`config.mk`:
```
export PLATFORM = sky130hd
export DESIGN_NAME = pipeline_hazard_ctrl
export DESIGN_NICKNAME = d
export VERILOG_FILES = /design/src/rtl/pipeline_hazard_ctrl.sv
export SDC_FILE = /design/constraint.sdc
export NUM_CORES = 1
export LEC_CHECK = 0
export ABC_AREA = 1
export CAP_MARGIN = 20
export CORE_ASPECT_RATIO = 1.4
export CORE_UTILIZATION = 40
export DETAILED_ROUTE_END_ITERATION = 8
export PLACE_DENSITY_LB_ADDON = 0.3
export SLEW_MARGIN = 20
export SYNTH_ARGS = -nofsm -noshare
export SYNTH_HDL_FRONTEND = slang
export SYNTH_SLANG_ARGS = --single-unit
```
`constraint.sdc`:
```
create_clock -name CLK -period 1.95 [get_ports CLK]
set_input_delay 0.39 -clock CLK [delete_from_list [all_inputs] [get_ports CLK]]
set_output_delay 0.39 -clock CLK [all_outputs]
set_load 0.05 [all_outputs]
```
`src/rtl/pipeline_hazard_ctrl.sv`:
```
// Hazard/stall controller: latch enables, bubbles, PC enable, stall counter.
// Optional macro FORWARD_EN: forwarding datapath, only load-use stalls.
module pipeline_hazard_ctrl #(
  parameter int NSTAGES     = 4,
  parameter int FLUSH_DEPTH = 1,
  parameter int CNT_W       = 32
) (
  input  logic               CLK,
  input  logic               nRST,
  input  logic               ihit,
  input  logic               dhit,
  input  logic               dmemREN,
  input  logic               dmemWEN,
  input  logic               halt,
  input  logic               flush_req,
  input  logic [4:0]         ifid_rs,
  input  logic [4:0]         ifid_rt,
  input  logic               ifid_use_rs,
  input  logic               ifid_use_rt,
  input  logic [4:0]         idex_wsel,
  input  logic               idex_regwen,
  input  logic               idex_dmemREN,
  input  logic [4:0]         exmem_wsel,
  input  logic               exmem_regwen,
  output logic [NSTAGES-1:0] stage_en,
  output logic [NSTAGES-1:0] stage_srst,
  output logic               pc_en,
  output logic               rambusy,
  output logic [CNT_W-1:0]   stall_cycles
);

  typedef enum logic {RUN, HALTED} state_e;

  state_e           state_q, state_d;
  logic             flush_pend_q, flush_pend_d;
  logic [CNT_W-1:0] cnt_q, cnt_d;

  logic run, mem_stall, fetch_stall, flush;
  logic idex_hit, exmem_hit, data_stall;

  assign run         = nRST && (state_q == RUN);
  assign mem_stall   = (dmemREN | dmemWEN) & ~dhit;
  assign fetch_stall = ~ihit;
  assign flush       = flush_req | flush_pend_q;

  // register $0 never creates a dependency
  assign idex_hit =
    (ifid_use_rs && ifid_rs != 5'd0 && ifid_rs == idex_wsel) ||
    (ifid_use_rt && ifid_rt != 5'd0 && ifid_rt == idex_wsel);
  assign exmem_hit =
    (ifid_use_rs && ifid_rs != 5'd0 && ifid_rs == exmem_wsel) ||
    (ifid_use_rt && ifid_rt != 5'd0 && ifid_rt == exmem_wsel);

`ifdef FORWARD_EN
  logic unused_exmem;
  assign unused_exmem = exmem_hit ^ exmem_regwen;
  assign data_stall   = idex_dmemREN & idex_regwen & idex_hit;
`else
  logic unused_idex_ren;
  assign unused_idex_ren = idex_dmemREN;
  assign data_stall = (idex_regwen & idex_hit) |
                      (exmem_regwen & exmem_hit);
`endif

  always_comb begin
    stage_en     = '0;
    stage_srst   = '0;
    pc_en        = 1'b0;
    state_d      = state_q;
    flush_pend_d = flush_pend_q;
    if (run) begin
      if (halt) state_d = HALTED;
      priority case (1'b1)
        mem_stall: begin
          stage_en[NSTAGES-1]   = 1'b1;
          stage_srst[NSTAGES-1] = 1'b1;
          if (flush_req) flush_pend_d = 1'b1;
        end
        flush: begin
          pc_en    = 1'b1;
          stage_en = '1;
          for (int i = 0; i < FLUSH_DEPTH; i++) stage_srst[i] = 1'b1;
          flush_pend_d = 1'b0;
        end
        data_stall: begin
          stage_en      = '1;
          stage_en[0]   = 1'b0;
          stage_srst[1] = 1'b1;
        end
        fetch_stall: begin
          stage_en      = '1;
          stage_srst[0] = 1'b1;
        end
        default: begin
          stage_en = '1;
          pc_en    = 1'b1;
        end
      endcase
    end
  end

  assign rambusy = run & mem_stall;

  always_comb begin
    cnt_d = cnt_q;
    if (run && !pc_en && !(&cnt_q)) cnt_d = cnt_q + 1'b1;
  end

  assign stall_cycles = cnt_q;

  always_ff @(posedge CLK or negedge nRST) begin
    if (!nRST) begin
      state_q      <= RUN;
      flush_pend_q <= 1'b0;
      cnt_q        <= '0;
    end else begin
      state_q      <= state_d;
      flush_pend_q <= flush_pend_d;
      cnt_q        <= cnt_d;
    end
  end

endmodule

```
==> results by group <==
Status
  – Status: completed

Finish
  – Post-Layout Cell Count: 586
  – Layout cells sized above 1: 0.324
  – Nets: around 530
  – Diode count: 0
  – Post-route cell area: 3980 sq um
  – P&R area growth vs syn: 44.2%
  – Filler cells: 604
  – Multi-input logic area: 1700 sq um
  – Fin util: 0.602
  – Register area: 853 sq um

Timing
  – Hold Vio Cnt, Final: 0
  – Setup TNS Final: 0 ns
  – Peak Freq: 520 MHz
  – Final setup vio count: 0
  – Fin crit share: 0.986
  – Clk_skew: 0.00663 ns
  – Unrepaired setup endpoints after global routing: yes
  – Final min period: 1.92 ns
  – Max-slew violations: 0

Placement
  – Gpl congestion: 0.863
  – Placed Cells: ~570
  – Post-DP HPWL: between 5000 and 6000 microns
  – IO buf count: 72
  – DP Area: 3760 sq um

Global routing
  – Initial antenna violation count: 0
  – First-pass GRT wire length: ~12000 microns
  – Grt ovf: 0
  – GRT Overall Usage: 0.205
  – Number of global-route vias before repair: 2705
  – Largest net degree at the start of global routing: 36

Setup path
  – Max stage delay on crit path: between 0.1 and 0.15 ns
  – Setup CP Type: in -> out
  – Reg2Reg Depth: 11
  – Slowest cell on crit path: xnor2_2
  – Cell family with most CP delay: simple AND/OR/NAND/NOR gates
  – RR Startpoint: stall_cycles[0]
  – Worst Setup EP: stage_srst[1]
  – Critical Path Source Type: primary input
  – Max FO, Critical Path: 3
  – Critical Path Start: exmem_wsel[0]
  – Crit-path most repeated cell: nand2_1
  – CP Buf/Inv Count: 3
  – CP endpoint kind: output port
  – Arrival @ worst endpoint: 1.53 ns
  – Cell Chain, Critical Path: buf_6, xnor2_2, nand2_1, nor2_2, nand3_2, nand2_1, nand2_1, nand2_1, nand2_2, buf_6, nor2_4, buf_12
  – CP required: approximately 1.6 ns
  – FF-to-FF setup slack: 0.13 ns
  – Reg2Reg Capture Point: stall_cycles[29]
  – Critical path depth in cells: 12

Logic synthesis
  – Cells after Synth: 398
  – Top-area cell type share of the netlist area: 0.308
  – Cell accounting for the most synthesized area: dfrtp_1
  – YS warnings: 0
  – Register area share after synthesis: 0.308
  – #FFs+latches synth: 34
  – Yosys cell types: 34
  – Mean Syn Cell Area: between 6 and 7 sq um
  – Asr flop ratio synth: 1.00
  – Top cells by area, synth: dfrtp_1, nand2_1, nand4_1, inv_1, nand3_1
  – Synth Flop Type: dfrtp_1
  – Mapped Area: 2760 sq um
  – Post-synth net total: 432
  – Post-synth EDFFs: 0

Detailed routing
  – Vias per cell: 4.85
  – Avg WL per Cell: 12.4 microns
  – Drt total wl: 7240 microns
  – Vias: around 2800
  – DRT Pass-1 Iters: 4
  – Post-DRT Antenna Nets: 0
  – Iter 0 DRT Violations: 155
  – Residual DRC: 0

Clocking
  – CTS tree: built
  – Max Buffers Root-to-Sink: 2
  – CTS root buf: clkbuf_8
  – Clk Latency, worst-skew pair: roughly 0.29 ns
  – Clock Sinks: 34
  – Clk slew on worst S/H paths: 0.07 ns
  – Number of buffers created by CTS: 5
  – H-tree depth: 2

Die
  – Die X: around 72 microns
  – CORE AREA: between 6000 and 7000 sq um
  – Starting Density: 0.418
  – Cell Rows: 35
  – Io pins: 75
  – Total die area: 7250 sq um
  – Die Height: about 100 microns

Power
  – Total power: 1.65 mW
  – Pwr dens: 414 nW/um^2
  – Peak supply drop: slightly above 0.4 mV
  – Leakage power: 1.98 nW

Worst hold path
  – Worst Hold Class: in -> async

Flow run
  – Max Cap Viol: 0
-- power breakdown --
part	leakage [nW]	total, mW	switching [mW]	internal [mW]
sequential	0.464	0.731	0.0102	0.721
combinational	1.47	0.365	0.200	0.165
clock	0.0482	0.552	0.267	0.285
-- what timing repair did --
item | 4_1_cts | 5_1_grt
setup endpoints to repair | 27 | 6
setup buffers | 2 | 2
resized for setup | 100 | 37
pin swaps | 29 | 31
cloned | 0 | 0
hold buffers | 0 | 0
hold endpoints to repair | 0 | 0
-- cell usage after synthesis (2+ instances only) --
cell type / instances
nor2_4: 3
nand3_1: 33
nand3b_1: 2
inv_1: 56
xnor2_1: 11
nor3_1: 8
clkbuf_8: 2
nand4_4: 2
nor2_1: 38
nand2_1: 110
buf_4: 4
a21oi_1: 2
nor4_1: 2
xor2_1: 14
nor2_2: 6
nand4_1: 37
buf_2: 3
inv_2: 4
buf_6: 4
dfrtp_1: 34
nand3_2: 7
nand2_2: 4
-- cells by family after synthesis --
kind of cell    share of synthesized area
compound gates                    0.00815
buf+inv                             0.135
xor+xnor                           0.0793
fa+ha+maj                         0.00453
flops                               0.308
other cells                       0.00136
simple gates                        0.464
-- worst min path at each step --
stage	depth (start not counted)	to	slack, ns	startpoint
after global placement	1	state_q	0.50	state_q
after CTS	2	stall_cycles[11]	0.39	nRST
after detailed placement	1	state_q	0.51	state_q
final	2	stall_cycles[10]	0.36	nRST
after floorplan	0	flush_pend_q	0.09	nRST
after global routing	2	stall_cycles[17]	0.40	nRST
-- registers in the layout (all words and copies together), names as in the netlist --
signal and flops:
flush_pend_q 1, stall_cycles 32, state_q 1
-- placed cells by master (no fill, tap or decap), types with 8 or more instances in the layout --
master / Yosys / final
buf_12: 0 / 11
nor2_4: 3 / 9
inv_1: 56 / 54
xnor2_2: 0 / 8
clkdlybuf4s50_1: 0 / 9
buf_4: 4 / 61
dfrtp_1: 34 / 32
nor2_1: 38 / 26
nand2_1: 110 / 108
buf_6: 4 / 12
nand3_2: 7 / 9
nand4_1: 37 / 37
nand3_1: 33 / 31
xor2_1: 14 / 14
nor2_2: 6 / 12
-- per-stage QoR --
| step | hold slack (ns) | worst slack (ns) |
|---|---|---|
| global route | 0.404 | -0.0785 |
| floorplan | 0.0944 | -0.105 |
| CTS | 0.394 | -0.0122 |
| global placement | 0.500 | -0.405 |
| finish | 0.357 | 0.0265 |
| detailed placement | 0.505 | -0.438 |
-- layer usage --
layer / global-route usage / wire length (microns) / part of all wire
met1: 0.231 / 2900 / 0.40
met2: 0.392 / 4010 / 0.55
met3: 0.0301 / 249 / 0.034
met4: 0.0543 / 82 / 0.011
met5: 0 / 0 / 0
-- layout make-up --
type,instances,share of cell area
clock buffer,7,0.0217
clock inverter,1,0.00126
inverter,60,0.0566
multi-input combinational,287,0.427
sequential,34,0.214
tap,92,0.0289
timing repair buffer,105,0.251
-- worst reg2reg max path, delay by kind of cell (launching register included) --
family	cells	cell delay, ns
fa+ha+maj	1	0.18
buf+inv	2	0.28
flops	1	0.36
simple gates	8	0.89
Note: power is estimated with default switching activity, not from simulation.
